## src/rtl/alu_issue_pkg.sv

```systemverilog
// Shared definitions for the ALU decode-and-issue stage: opcodes, funct codes,
// the issue-entry payload and the skid-buffer state encoding.
package alu_issue_pkg;

    localparam int unsigned XLEN   = 32;
    localparam int unsigned REG_AW = 5;

    localparam logic [6:0] OPCODE_OP     = 7'b0110011;
    localparam logic [6:0] OPCODE_OP_IMM = 7'b0010011;

    localparam logic [2:0] FUNCT3_ADD  = 3'b000;
    localparam logic [2:0] FUNCT3_SLL  = 3'b001;
    localparam logic [2:0] FUNCT3_SLT  = 3'b010;
    localparam logic [2:0] FUNCT3_SLTU = 3'b011;
    localparam logic [2:0] FUNCT3_XOR  = 3'b100;
    localparam logic [2:0] FUNCT3_SR   = 3'b101;
    localparam logic [2:0] FUNCT3_OR   = 3'b110;
    localparam logic [2:0] FUNCT3_AND  = 3'b111;

    localparam logic [6:0] FUNCT7_BASE = 7'b0000000;
    localparam logic [6:0] FUNCT7_ALT  = 7'b0100000;

    typedef struct packed {
        logic [XLEN-1:0]   dataa;
        logic [XLEN-1:0]   datab;
        logic [2:0]        funct3;
        logic              sub_sra;
        logic [REG_AW-1:0] rd;
    } issue_entry_t;

    localparam int unsigned ISSUE_W = $bits(issue_entry_t);

    typedef enum logic [1:0] {
        SKID_EMPTY = 2'd0,
        SKID_ONE   = 2'd1,
        SKID_TWO   = 2'd2
    } skid_state_t;

    function automatic logic [XLEN-1:0] sext_imm12(input logic [11:0] imm);
        return {{(XLEN-12){imm[11]}}, imm};
    endfunction

endpackage

```

## src/rtl/alu_issue_skid.sv

```systemverilog
// Generic two-entry valid/ready skid buffer; the head entry drives the output
// register directly and in_ready is registered from the next state.
module alu_issue_skid
    import alu_issue_pkg::*;
#(
    parameter int unsigned W = 8
) (
    input  logic         clk,
    input  logic         rst_n,
    input  logic         flush,
    input  logic         in_valid,
    output logic         in_ready,
    input  logic [W-1:0] in_data,
    output logic         out_valid,
    input  logic         out_ready,
    output logic [W-1:0] out_data
);

    skid_state_t  state_q, state_d;
    logic [W-1:0] head_q, head_d;
    logic [W-1:0] tail_q, tail_d;
    logic         ready_q;
    logic         valid_q;
    logic         push;
    logic         pop;

    assign push = in_valid && ready_q;
    assign pop  = valid_q && out_ready;

    // Next-state and entry movement; flush wins over any push or pop.
    always_comb begin
        state_d = state_q;
        head_d  = head_q;
        tail_d  = tail_q;
        if (flush) begin
            state_d = SKID_EMPTY;
        end else begin
            case (state_q)
                SKID_EMPTY: begin
                    if (push) begin
                        state_d = SKID_ONE;
                        head_d  = in_data;
                    end
                end
                SKID_ONE: begin
                    case ({push, pop})
                        2'b10: begin
                            state_d = SKID_TWO;
                            tail_d  = in_data;
                        end
                        2'b11: head_d = in_data;
                        2'b01: state_d = SKID_EMPTY;
                        default: ;
                    endcase
                end
                SKID_TWO: begin
                    if (pop) begin
                        state_d = SKID_ONE;
                        head_d  = tail_q;
                    end
                end
                default: state_d = SKID_EMPTY;
            endcase
        end
    end

    always_ff @(posedge clk or negedge rst_n) begin
        if (!rst_n) begin
            state_q <= SKID_EMPTY;
            head_q  <= '0;
            tail_q  <= '0;
            ready_q <= 1'b1;
            valid_q <= 1'b0;
        end else begin
            state_q <= state_d;
            head_q  <= head_d;
            tail_q  <= tail_d;
            ready_q <= (state_d != SKID_TWO);
            valid_q <= (state_d != SKID_EMPTY);
        end
    end

    assign in_ready  = ready_q;
    assign out_valid = valid_q;
    assign out_data  = head_q;

endmodule

```

## src/rtl/alu_issue.sv

```systemverilog
// RV32I OP/OP-IMM decode-and-issue stage in front of the ALU.
// Define ALU_ISSUE_FWD_EN to enable the writeback bypass onto rs1/rs2.
module alu_issue
    import alu_issue_pkg::*;
(
    input  logic        i_clk,
    input  logic        i_rst_n,
    input  logic        i_flush,
    input  logic        i_inst_valid,
    output logic        o_inst_ready,
    input  logic [31:0] i_inst,
    output logic [4:0]  o_rs1_addr,
    output logic [4:0]  o_rs2_addr,
    input  logic [31:0] i_rs1_data,
    input  logic [31:0] i_rs2_data,
    input  logic        i_wb_valid,
    input  logic [4:0]  i_wb_rd,
    input  logic [31:0] i_wb_data,
    output logic        o_valid,
    input  logic        i_ready,
    output logic [31:0] o_dataa,
    output logic [31:0] o_datab,
    output logic [2:0]  o_funct3,
    output logic        o_sub_sra,
    output logic [4:0]  o_rd,
    output logic        o_illegal
);

    logic [6:0]    opcode;
    logic [2:0]    funct3;
    logic [6:0]    funct7;
    logic          fwd_rs1;
    logic          fwd_rs2;
    logic [31:0]   rs1_val;
    logic [31:0]   rs2_val;
    logic          legal;
    issue_entry_t  dec_entry;
    issue_entry_t  out_entry;
    logic [ISSUE_W-1:0] skid_out;
    logic          accept;
    logic          illegal_q;

    assign opcode     = i_inst[6:0];
    assign funct3     = i_inst[14:12];
    assign funct7     = i_inst[31:25];
    assign o_rs1_addr = i_inst[19:15];
    assign o_rs2_addr = i_inst[24:20];

`ifdef ALU_ISSUE_FWD_EN
    assign fwd_rs1 = i_wb_valid && (i_wb_rd != 5'd0) && (i_wb_rd == o_rs1_addr);
    assign fwd_rs2 = i_wb_valid && (i_wb_rd != 5'd0) && (i_wb_rd == o_rs2_addr);
`else
    logic unused_wb;
    assign unused_wb = ^{i_wb_valid, i_wb_rd, i_wb_data};
    assign fwd_rs1   = 1'b0;
    assign fwd_rs2   = 1'b0;
`endif

    // x0 is hardwired to zero ahead of any bypass.
    assign rs1_val = (o_rs1_addr == 5'd0) ? 32'd0 : (fwd_rs1 ? i_wb_data : i_rs1_data);
    assign rs2_val = (o_rs2_addr == 5'd0) ? 32'd0 : (fwd_rs2 ? i_wb_data : i_rs2_data);

    // Combinational decode into an issue entry plus legality.
    always_comb begin
        legal             = 1'b0;
        dec_entry         = '0;
        dec_entry.dataa   = rs1_val;
        dec_entry.funct3  = funct3;
        dec_entry.rd      = i_inst[11:7];
        case (opcode)
            OPCODE_OP: begin
                dec_entry.datab   = rs2_val;
                dec_entry.sub_sra = i_inst[30];
                legal = (funct7 == FUNCT7_BASE) ||
                        ((funct7 == FUNCT7_ALT) &&
                         ((funct3 == FUNCT3_ADD) || (funct3 == FUNCT3_SR)));
            end
            OPCODE_OP_IMM: begin
                dec_entry.datab = sext_imm12(i_inst[31:20]);
                case (funct3)
                    FUNCT3_SLL: begin
                        dec_entry.datab = {27'd0, i_inst[24:20]};
                        legal = (funct7 == FUNCT7_BASE);
                    end
                    FUNCT3_SR: begin
                        dec_entry.datab   = {27'd0, i_inst[24:20]};
                        dec_entry.sub_sra = i_inst[30];
                        legal = (funct7 == FUNCT7_BASE) || (funct7 == FUNCT7_ALT);
                    end
                    default: legal = 1'b1;
                endcase
            end
            default: legal = 1'b0;
        endcase
    end

    assign accept = i_inst_valid && o_inst_ready;

    // Illegal pulse follows the consuming edge; suppressed by flush.
    always_ff @(posedge i_clk or negedge i_rst_n) begin
        if (!i_rst_n) begin
            illegal_q <= 1'b0;
        end else begin
            illegal_q <= accept && !legal && !i_flush;
        end
    end

    alu_issue_skid #(
        .W (ISSUE_W)
    ) u_skid (
        .clk       (i_clk),
        .rst_n     (i_rst_n),
        .flush     (i_flush),
        .in_valid  (i_inst_valid && legal),
        .in_ready  (o_inst_ready),
        .in_data   (ISSUE_W'(dec_entry)),
        .out_valid (o_valid),
        .out_ready (i_ready),
        .out_data  (skid_out)
    );

    assign out_entry = issue_entry_t'(skid_out);
    assign o_dataa   = out_entry.dataa;
    assign o_datab   = out_entry.datab;
    assign o_funct3  = out_entry.funct3;
    assign o_sub_sra = out_entry.sub_sra;
    assign o_rd      = out_entry.rd;
    assign o_illegal = illegal_q;

endmodule

```

## config.mk

```make
export PLATFORM = sky130hd
export DESIGN_NAME = alu_issue
export DESIGN_NICKNAME = d
export VERILOG_FILES = /design/src/rtl/alu_issue_pkg.sv /design/src/rtl/alu_issue_skid.sv /design/src/rtl/alu_issue.sv
export SDC_FILE = /design/constraint.sdc
export NUM_CORES = 1
export LEC_CHECK = 0
export BUFFER_PORTS_ARGS = -buffer_cell sky130_fd_sc_hd__buf_2
export CORE_UTILIZATION = 50
export CTS_CLUSTER_DIAMETER = 60
export DETAILED_ROUTE_END_ITERATION = 10
export GPL_TIMING_DRIVEN = 0
export PLACE_DENSITY_LB_ADDON = 0.05
export SYNTH_ARGS = -nofsm -noshare
export SYNTH_HDL_FRONTEND = slang
export SYNTH_HIERARCHICAL = 1
export SYNTH_SLANG_ARGS = --single-unit
```

## constraint.sdc

```tcl
create_clock -name i_clk -period 2.62 [get_ports i_clk]
set_input_delay 0.524 -clock i_clk [delete_from_list [all_inputs] [get_ports i_clk]]
set_output_delay 0.524 -clock i_clk [all_outputs]
set_load 0.02 [all_outputs]
```

==> metrics.cfg, run 1 <==
[synthesis]
synth_top_cells_by_count=nand2_1, dfrtp_1, mux2_2, nor2b_1, a21oi_1
syn-num-nets=846
yosysSeqAreaShare=0.507
synth_ff_type=dfrtp_1
yosysWarnings=6
synth_xor_xnor_area_share=0
syn_area_um2=7450
synth_simple_gate_area_frac=0.177
synthAdderAreaFrac=0
yosysUniqueCellTypes=39
synth_area_leader_cell=dfrtp_1
synth_mux_area_frac=0.226
synth.area.top_cells=dfrtp_1, mux2_2, nand2_1
avgSynthCellArea_um2=10.5
ys_seq_elements=151
synth_top_family_by_area=multiplexers
synth_most_common_cell=nand2_1
synth_compound_area_frac=0.0407
syn_inst=707
ys_async_sr_fraction=1.00
synth-edff-count=0
synth_top_area_frac=0.504

[run]
cap_violations=0

[floorplan]
fp.dieH_um=124
ios=225
start_util=0.512
rows=44
coreArea_um2=14500
die-area_um2=15400
die_x_um=124

[setup_path]
worst_path_max_delay_cell=or4_4
required_ns=2.92
crit_path_cell_trace=buf_8 > or4_4 > a31o_1 > a211oi_2 > and3b_2 > o21bai_4 > a21oi_4 > buf_6 > buf_8 > mux2_4
crit_buf_inv=3
critPathTopFamily=compound AO/OA/AOI/OAI gates
startpoint_type=input port
end_kind=flip-flop
cp_slowest_stage_delay_ns=0.53
worstPathArrival_ns=2.90
cp_common_cell=buf_8
critPathMaxFanout=10
path_class=in -> reg
r2r_slack_ns=0.73

[pwr]
p_total_mw=5.31
p_leak_nw=5.30
ir_worst_vdd_mv=0.447
p_per_area_nw_per_um2=546

[clock_network]
cts.sinks=151
cts_buffers=17
clock_latency_ns=0.42
clk_pin_slew_ns=0.06
holdBufCountCts=0
cts_tree=yes
h-tree-depth=4
clockBufferDepth=2
root_buffer=clkbuf_16

[route]
drc=0
drt-pass1-iter-count=4
vias_per_cell=5.17
drtIter0Drc=279
avgRoutedWirePerCell_um=16.0
ant_nets=0
vias=5809
totalWireLength_um=17900

[sta]
report.final.slew_viol_count=0
fin_crit_sh=0.994
finalSetupViolCount=0
fmax_ghz=0.384
rsz0062_at_grt=yes
tns_ns=0
hold_violations=0
worst_pin_slew_ns=0.549
min_period_ns=2.61
maxSlewHeadroom=0.634
skew_ns=0.00649

[cells_and_area]
post-route-util=0.670
nNetsFinal=1064
drive_above_1_share=0.450
area_growth_pct=30.6

[global_route]
grt_pass1_vias=5605
grt_antenna_before_repair=1
grt_max_degree=95
gr-total-overflow=0
grt_util_all_layers=0.236
grt_pass1_wl_um=27700

[place]
gp_congestion=0.826
io_buffer_count=186
hpwl_um=12400

[worst_hold_path]
hold_class=in -> async

[outcome]
outcome=finished, final reports clean

cells in the final DEF, fill, tap and decap left out, drive strengths merged, types with 2 or more instances in the layout:
cell type,instances
a21oi,25
a22oi,11
buf,236
bufinv,4
clkbuf,33
clkinv,4
clkinvlp,4
dfrtp,150
inv,4
mux2,146
nand2,247
nand3,2
nor2,17
nor2b,33
nor4,2
o21ai,2
or4,2
timing repair:
action | CTS | global route
pin swaps | 2 | 3
gates resized for setup | 0 | 22
gates cloned | 0 | 1
endpoints found under the setup margin | 143 | 70
buffers inserted | 7 | 4
state kept, by name (all words and copies together) (netlist names):
name and flops:
u_skid/out_data 73, u_skid/tail_q 73, u_skid/out_valid 1, u_skid/state_q 2
o_illegal 1, u_skid/in_ready 1
metal layers:
metal / GRT usage / up-vias / share of wire
met5: 0 / - / 0
li1: - / 2770 / -
met2: 0.388 / 149 / 0.50
met4: 0.0692 / 0 / 0.013
met3: 0.0536 / 18 / 0.047
met1: 0.311 / 2872 / 0.44
metrics by stage:
step	setup WS, ns	hold slack (ns)	area (um2)	cells
floorplan	-0.244	0.228	7730	707
global placement	-1.19	0.468	8890	1077
detailed placement	-0.809	0.477	8930	1078
CTS	0.0538	0.0869	9590	1117
global route	-0.0441	0.0936	9730	1123
finish	0.0148	0.0648	9730	1123
final timing paths:
check                                       start                  end  cells after the start
worst max-delay path                   i_inst[14]  u_skid/out_data[10]                     10
worst min register to register  u_skid/tail_q[41]    u_skid/tail_q[41]                      1
worst min-delay path                      i_rst_n    u_skid/tail_q[14]                      1
worst max register to register    u_skid/in_ready  u_skid/out_data[10]                      6
min in group i_clk                     i_inst[11]     u_skid/tail_q[4]                      2
max in group asynchronous                 i_rst_n  u_skid/out_data[55]                      2
power by group:
part	leakage, nW	internal [mW]	switching (mW)
combinational	2.91	0.178	0.225
clock	0.289	1.59	0.940
sequential	2.10	2.36	0.0160
cells by family after synthesis:
family	Yosys count
compound gates	45
buf+inv	54
flops	151
mux	146
simple gates	311
layout make-up:
| cell class | instances | area [um2] |
|---|---|---|
| fill | 1154 | 4800 |
| tap | 184 | 230 |
| antenna | 1 | 2.50 |
| clock buffer | 19 | 433 |
| sequential | 151 | 3780 |
| clock inverter | 13 | 179 |
| multi-input combinational | 502 | 3590 |
| inverter | 3 | 13.8 |
| timing repair buffer | 199 | 1100 |
| buffer | 51 | 398 |
(Power assumes the default switching activity.)
==> run 2, diff against run 1 <==
--- a/config.mk
+++ b/config.mk
@@ -11,6 +11,7 @@
 export DETAILED_ROUTE_END_ITERATION = 10
 export GPL_TIMING_DRIVEN = 0
 export PLACE_DENSITY_LB_ADDON = 0.05
+export RECOVER_POWER = 100
 export SYNTH_ARGS = -nofsm -noshare
 export SYNTH_HDL_FRONTEND = slang
 export SYNTH_HIERARCHICAL = 1
==> run 2 against run 1 <==
Effect of this change: final area down 1.3%; clock power about the same; sequential share of layout area up 0.52 points; combinational power is 3% lower; critical path depth unchanged; clock-buffer cell count did not move; worst hold slack better by 0.29 ns; sequential power barely moved; critical path type unchanged.
==> metrics.cfg, run 2 (same netlist as run 1, synthesis figures left out) <==
[cells_and_area]
multi_input_area_um2=3590  ; unchanged
nNetsFinal=1064  ; unchanged
area_growth_pct=28.9
regArea_um2=3780  ; unchanged
drive_above_1_share=0.359  ; -0.0906
final_common_cell=nand2_1
final_cell_mix=nand2_1, dfrtp_1, buf_2, clkbuf_1, mux2_4
fillCellCount=1214  ; +5.2%
design_area_um2=9600  ; -1.3%
finalNonFillerCells=1123  ; unchanged

[setup_path]
cp_common_cell=buf_8
crit_path_cell_trace=buf_8 > or4_4 > a31o_1 > a211oi_2 > and3b_2 > o21bai_4 > a21oi_4 > buf_6 > buf_8 > mux2_4
worst_path_max_delay_cell=or4_4
r2r.worst_path.cells=6  ; unchanged
timing.rr.start=u_skid/in_ready
r2r_slack_ns=0.73  ; about the same
reg2reg_to=u_skid/out_data[10]
required_ns=2.92  ; about the same
worstPathArrival_ns=2.90  ; about the same
path_class=in -> reg
end_kind=flip-flop
startpoint_type=input port
critPathMaxFanout=10  ; unchanged
cp_slowest_stage_delay_ns=0.53  ; about the same

[sta]
fmax_ghz=0.384  ; about the same
report.final.slew_viol_count=0  ; unchanged
skew_ns=0.00611  ; -0.000375 ns
hold_violations=0  ; unchanged
finalSetupViolCount=0  ; unchanged
holdWs_ns=0.358  ; +0.293 ns
maxSlewHeadroom=0.0512  ; -0.583
worst_pin_slew_ns=1.42  ; +0.874 ns
rsz0062_at_grt=yes
worst_slack_ns=0.0168  ; +0.00195 ns
min_period_ns=2.60  ; -0.00195 ns
tns_ns=0  ; unchanged
fin_crit_sh=0.994  ; about the same

[route]
ant_nets=0  ; unchanged
vias_per_cell=5.15  ; -0.38%
drt-pass1-iter-count=4  ; unchanged
avgRoutedWirePerCell_um=16.0  ; +0.20%
vias=5787  ; -0.38%
drtIter0Drc=265  ; -5.0%
drc=0  ; unchanged
totalWireLength_um=18000  ; +0.20%

[global_route]
met2_usage=0.388  ; unchanged
globalRouteMet3Util=0.0536  ; unchanged
grt_max_degree=95  ; unchanged
gr-total-overflow=0  ; unchanged
grt_util_all_layers=0.236  ; unchanged
grt_pass1_wl_um=27700  ; unchanged
grt_antenna_before_repair=1  ; unchanged
top_usage_layer=met2
grt_pass1_vias=5605  ; unchanged
met1_usage=0.311  ; unchanged

[clock_network]
h-tree-depth=4  ; unchanged
clockBufferDepth=2  ; unchanged
holdBufCountCts=0  ; unchanged
root_buffer=clkbuf_16
cts_tree=yes
clock_latency_ns=0.42  ; about the same
cts_buffers=17  ; unchanged
cts.sinks=151  ; unchanged
clk_pin_slew_ns=0.06  ; about the same

[worst_hold_path]
min_to=u_skid/tail_q[4]
min-delay-start=i_inst[11]
hold_class=in -> reg
hold_depth=2

[pwr]
p_leak_nw=4.94  ; -6.8%
ir_worst_vdd_mv=0.447  ; about the same
p_per_area_nw_per_um2=552  ; +1.1%

[floorplan]
ios=225  ; unchanged
coreArea_um2=14500  ; unchanged
die-area_um2=15400  ; unchanged
die_x_um=124  ; unchanged
rows=44  ; unchanged
fp.dieH_um=124  ; unchanged
start_util=0.512  ; unchanged

[place]
pre_cts_ws_ns=-0.809  ; unchanged
hpwl_um=12400  ; unchanged
gp_congestion=0.826  ; unchanged
io_buffer_count=186  ; unchanged
place_area_um2=8930  ; unchanged
placed_cells=1078  ; unchanged

[run]
cap_violations=0  ; unchanged

[outcome]
outcome=finished, final reports clean

run 2: worst max-delay path by stage:
stage | startpoint | to | slack, ns
2_1_floorplan | i_inst[14] | u_skid/tail_q[10] | -0.24
3_3_place_gp | i_rst_n | u_skid/out_data[58] | -1.19
3_5_place_dp | i_inst[14] | u_skid/tail_q[58] | -0.81
4_1_cts | i_inst[14] | u_skid/out_data[55] | 0.05
5_1_grt | i_inst[5] | u_skid/out_data[55] | -0.04
6_report | i_inst[14] | u_skid/out_data[10] | 0.02
run 2: where the power goes:
part | internal (mW) | switching, mW
Sequential | 2.36 | 0.0168
Combinational | 0.164 | 0.225
Clock | 1.59 | 0.942
run 2: final cells by class:
cell class / instances / area share
clock inverter: 13 / 0.0186
multi-input combinational: 502 / 0.374
timing repair buffer: 199 / 0.102
antenna: 1 / 0.000261
clock buffer: 19 / 0.0451
buffer: 51 / 0.0414
sequential: 151 / 0.394
tap: 184 / 0.0240
inverter: 3 / 0.00143
run 2: stage by stage:
stage	utilization	total power, mW
6_report	0.661	5.30
5_1_grt	0.661	5.49
4_1_cts	0.660	5.37
3_5_place_dp	0.614	2.82
3_3_place_gp	0.612	2.80
2_1_floorplan	-	2.61
run 2: per-layer routing:
metal / vias to the layer above / wire (um)
li1: 2776 / -
met1: 2851 / 8050
met2: 138 / 8790
met3: 22 / 856
met4: 0 / 270
met5: - / 0
run 2: worst max-delay path, delay by kind of cell:
family                 cells  cell delay, ns
AO/OA/AOI/OAI              4            0.82
buffers and inverters      3            0.44
multiplexers               1            0.31
AND/OR/NAND/NOR            2            0.81
run 2: timing repair:
action                     4_1_cts  5_1_grt
buffers inserted                 7        4
resized for setup                0       22
pin swaps                        2        3
setup endpoints to repair      143       70
gates cloned                     0        1
==> run 3, diff against run 2 <==
--- a/config.mk
+++ b/config.mk
@@ -5,10 +5,10 @@
 export SDC_FILE = /design/constraint.sdc
 export NUM_CORES = 1
 export LEC_CHECK = 0
-export BUFFER_PORTS_ARGS = -buffer_cell sky130_fd_sc_hd__buf_2
 export CORE_UTILIZATION = 50
 export CTS_CLUSTER_DIAMETER = 60
 export DETAILED_ROUTE_END_ITERATION = 10
+export DONT_BUFFER_PORTS = 1
 export GPL_TIMING_DRIVEN = 0
 export PLACE_DENSITY_LB_ADDON = 0.05
 export RECOVER_POWER = 100
==> run 3 against run 2 <==
Effect of this change: the run now ends with hold timing left; wire length is 3.7% lower; die area is the same; clock skew barely moved; cell count down 17%; combinational power shrank 54%; first-iteration DRC count is 6.8% higher; via count down 14%; clock-buffer cell count increased by 6; sequential power increased by 2%; worst hold slack worse by 0.56 ns; critical path type unchanged.
==> metrics.cfg, run 3 (same netlist as run 1, synthesis figures left out) <==
[route]
ant_nets=0  ; unchanged
top_layer_used=met4
met3_length_um=1070  ; +25%
drc=0  ; unchanged
drt-pass1-iter-count=4  ; unchanged
vias=5004  ; -14%
totalWireLength_um=17300  ; -3.7%
vias_per_cell=5.39  ; +4.6%
avgRoutedWirePerCell_um=18.7  ; +17%
route.met2.wl_um=8440  ; -3.9%
drtIter0Drc=283  ; +6.8%
wl_met1_um=7640  ; -5.1%

[floorplan]
start_util=0.512  ; unchanged
coreArea_um2=14500  ; unchanged
ios=225  ; unchanged
die_x_um=124  ; unchanged
rows=44  ; unchanged
fp.dieH_um=124  ; unchanged
die-area_um2=15400  ; unchanged

[pwr]
internal-power_mw=4.26  ; +3.7%
ir_worst_vdd_mv=0.519  ; +16%
p_clk_frac=0.513  ; +0.035
p_sw_mw=1.07  ; -9.5%
switching_share=0.201  ; -0.0227
combPwrFrac=0.034  ; -0.039
p_total_mw=5.33  ; +0.71%
p_leak_nw=4.37  ; -12%
p_seq_frac=0.453  ; +0.004
p_per_area_nw_per_um2=623  ; +13%

[setup_path]
worstPathArrival_ns=2.80  ; -0.10 ns
required_ns=2.92  ; about the same
cp_slowest_stage_delay_ns=0.52  ; about the same
worst_path_max_delay_cell=or4_4
crit_path_cell_trace=or4_4 > a31o_1 > a211oi_2 > and3b_1 > nand2b_2 > a21oi_4 > buf_12 > buf_6 > mux2_1
end_kind=flip-flop
startpoint_type=input port
critPathMaxFanout=10  ; unchanged
crit_buf_inv=2  ; -1
path_class=in -> reg
critPathTopFamily=simple AND/OR/NAND/NOR gates

[global_route]
grt_pass1_wl_um=26900  ; -3.0%
gr-total-overflow=0  ; unchanged
grt_pass1_vias=5179  ; -7.6%
grt_util_all_layers=0.233  ; -0.00285
grt_antenna_before_repair=1  ; unchanged
grt_max_degree=152  ; +60%

[cells_and_area]
final_cell_mix=nand2_1, dfrtp_1, mux2_4, mux2_2, nor2b_1
multi_input_area_um2=3530  ; -1.8%
nNetsFinal=869  ; -18%
regArea_um2=3780  ; unchanged
area_growth_pct=15.0
fillCellCount=1244  ; +2.5%
drive_above_1_share=0.264  ; -0.0955
post-route-util=0.589  ; -0.0712
final_common_cell=nand2_1

[outcome]
outcome=complete, but fails checks
violations=hold timing

[clock_network]
clock_latency_ns=0.42  ; about the same
root_buffer=clkbuf_16
clockBufferDepth=2  ; unchanged
cts.sinks=151  ; unchanged
cts_tree=yes
cts_buffers=17  ; unchanged
cts.repair.resized=0  ; unchanged
h-tree-depth=4  ; unchanged
clk_pin_slew_ns=0.06  ; about the same

[sta]
holdWs_ns=-0.200  ; -0.558 ns
skew_ns=0.00571  ; -0.000407 ns
hold_violations=150  ; +150
finalSetupViolCount=0  ; unchanged
fin_crit_sh=0.956  ; -0.0373
fmax_ghz=0.399  ; +3.9%
worst_slack_ns=0.114  ; +0.0977 ns
tns_ns=0  ; unchanged
maxSlewHeadroom=0.619  ; +0.568
worst_pin_slew_ns=0.571  ; -0.852 ns
min_period_ns=2.51  ; -0.0977 ns
rsz0062_at_grt=no
report.final.slew_viol_count=0  ; unchanged

[place]
io_buffer_count=0  ; -100%
pre_cts_ws_ns=-0.656  ; +0.153 ns
hpwl_um=11600  ; -6.3%
gp_congestion=0.804  ; -2.7%

[worst_hold_path]
hold_class=in -> async

[run]
cap_violations=0  ; unchanged

==> run 3: power groups by stage <==
stage	clock network [mW]	registers [mW]	logic, mW
6_report	2.74	2.42	0.180
3_5_place_dp	0	2.46	0.189
3_3_place_gp	0	2.46	0.185
5_1_grt	2.90	2.42	0.203
2_1_floorplan	0	2.45	0.160
4_1_cts	2.81	2.42	0.191
==> run 3: timing repair <==
item / in CTS / in global routing
setup buffers: 3 / 1
endpoints found under the hold margin: 151 / 151
endpoints found under the setup margin: 73 / 70
pin swaps: 1 / 1
==> run 3: path summary, 6_finish.rpt <==
kind	start	to	slack, ns	cells after the start
setup reg to reg	u_skid/in_ready	u_skid/out_data[21]	0.42	6
setup / recovery	i_inst[14]	u_skid/out_data[21]	0.11	9
hold / removal	i_rst_n	u_skid/out_data[14]	-0.20	0
max in group asynchronous	i_rst_n	u_skid/in_ready	2.49	0
min in group i_clk	i_flush	u_skid/state_q[0]	0.17	1
hold reg to reg	u_skid/tail_q[12]	u_skid/tail_q[12]	0.50	1
==> run 3: per-layer routing <==
layer  global-route usage  vias up
met3               0.0824       12
met5                    0        -
met2                0.367      108
li1                     -     2375
met1                0.296     2509
met4               0.0826        0
==> run 3: final cells by class <==
type / count / area share
Antenna cell: 1 / 0.000292
Sequential cell: 151 / 0.441
Clock buffer: 25 / 0.0590
Multi-Input combinational cell: 502 / 0.412
Buffer: 51 / 0.0362
Inverter: 3 / 0.00131
Tap cell: 184 / 0.0269
Clock inverter: 7 / 0.0190
Timing Repair Buffer: 4 / 0.00453
==> run 3: stage by stage <==
step                cells  instance area, um2
floorplan             707                7730
global placement      891                7960
detailed placement    891                7960
CTS                   926                8650
global route          928                8570
finish                928                8570
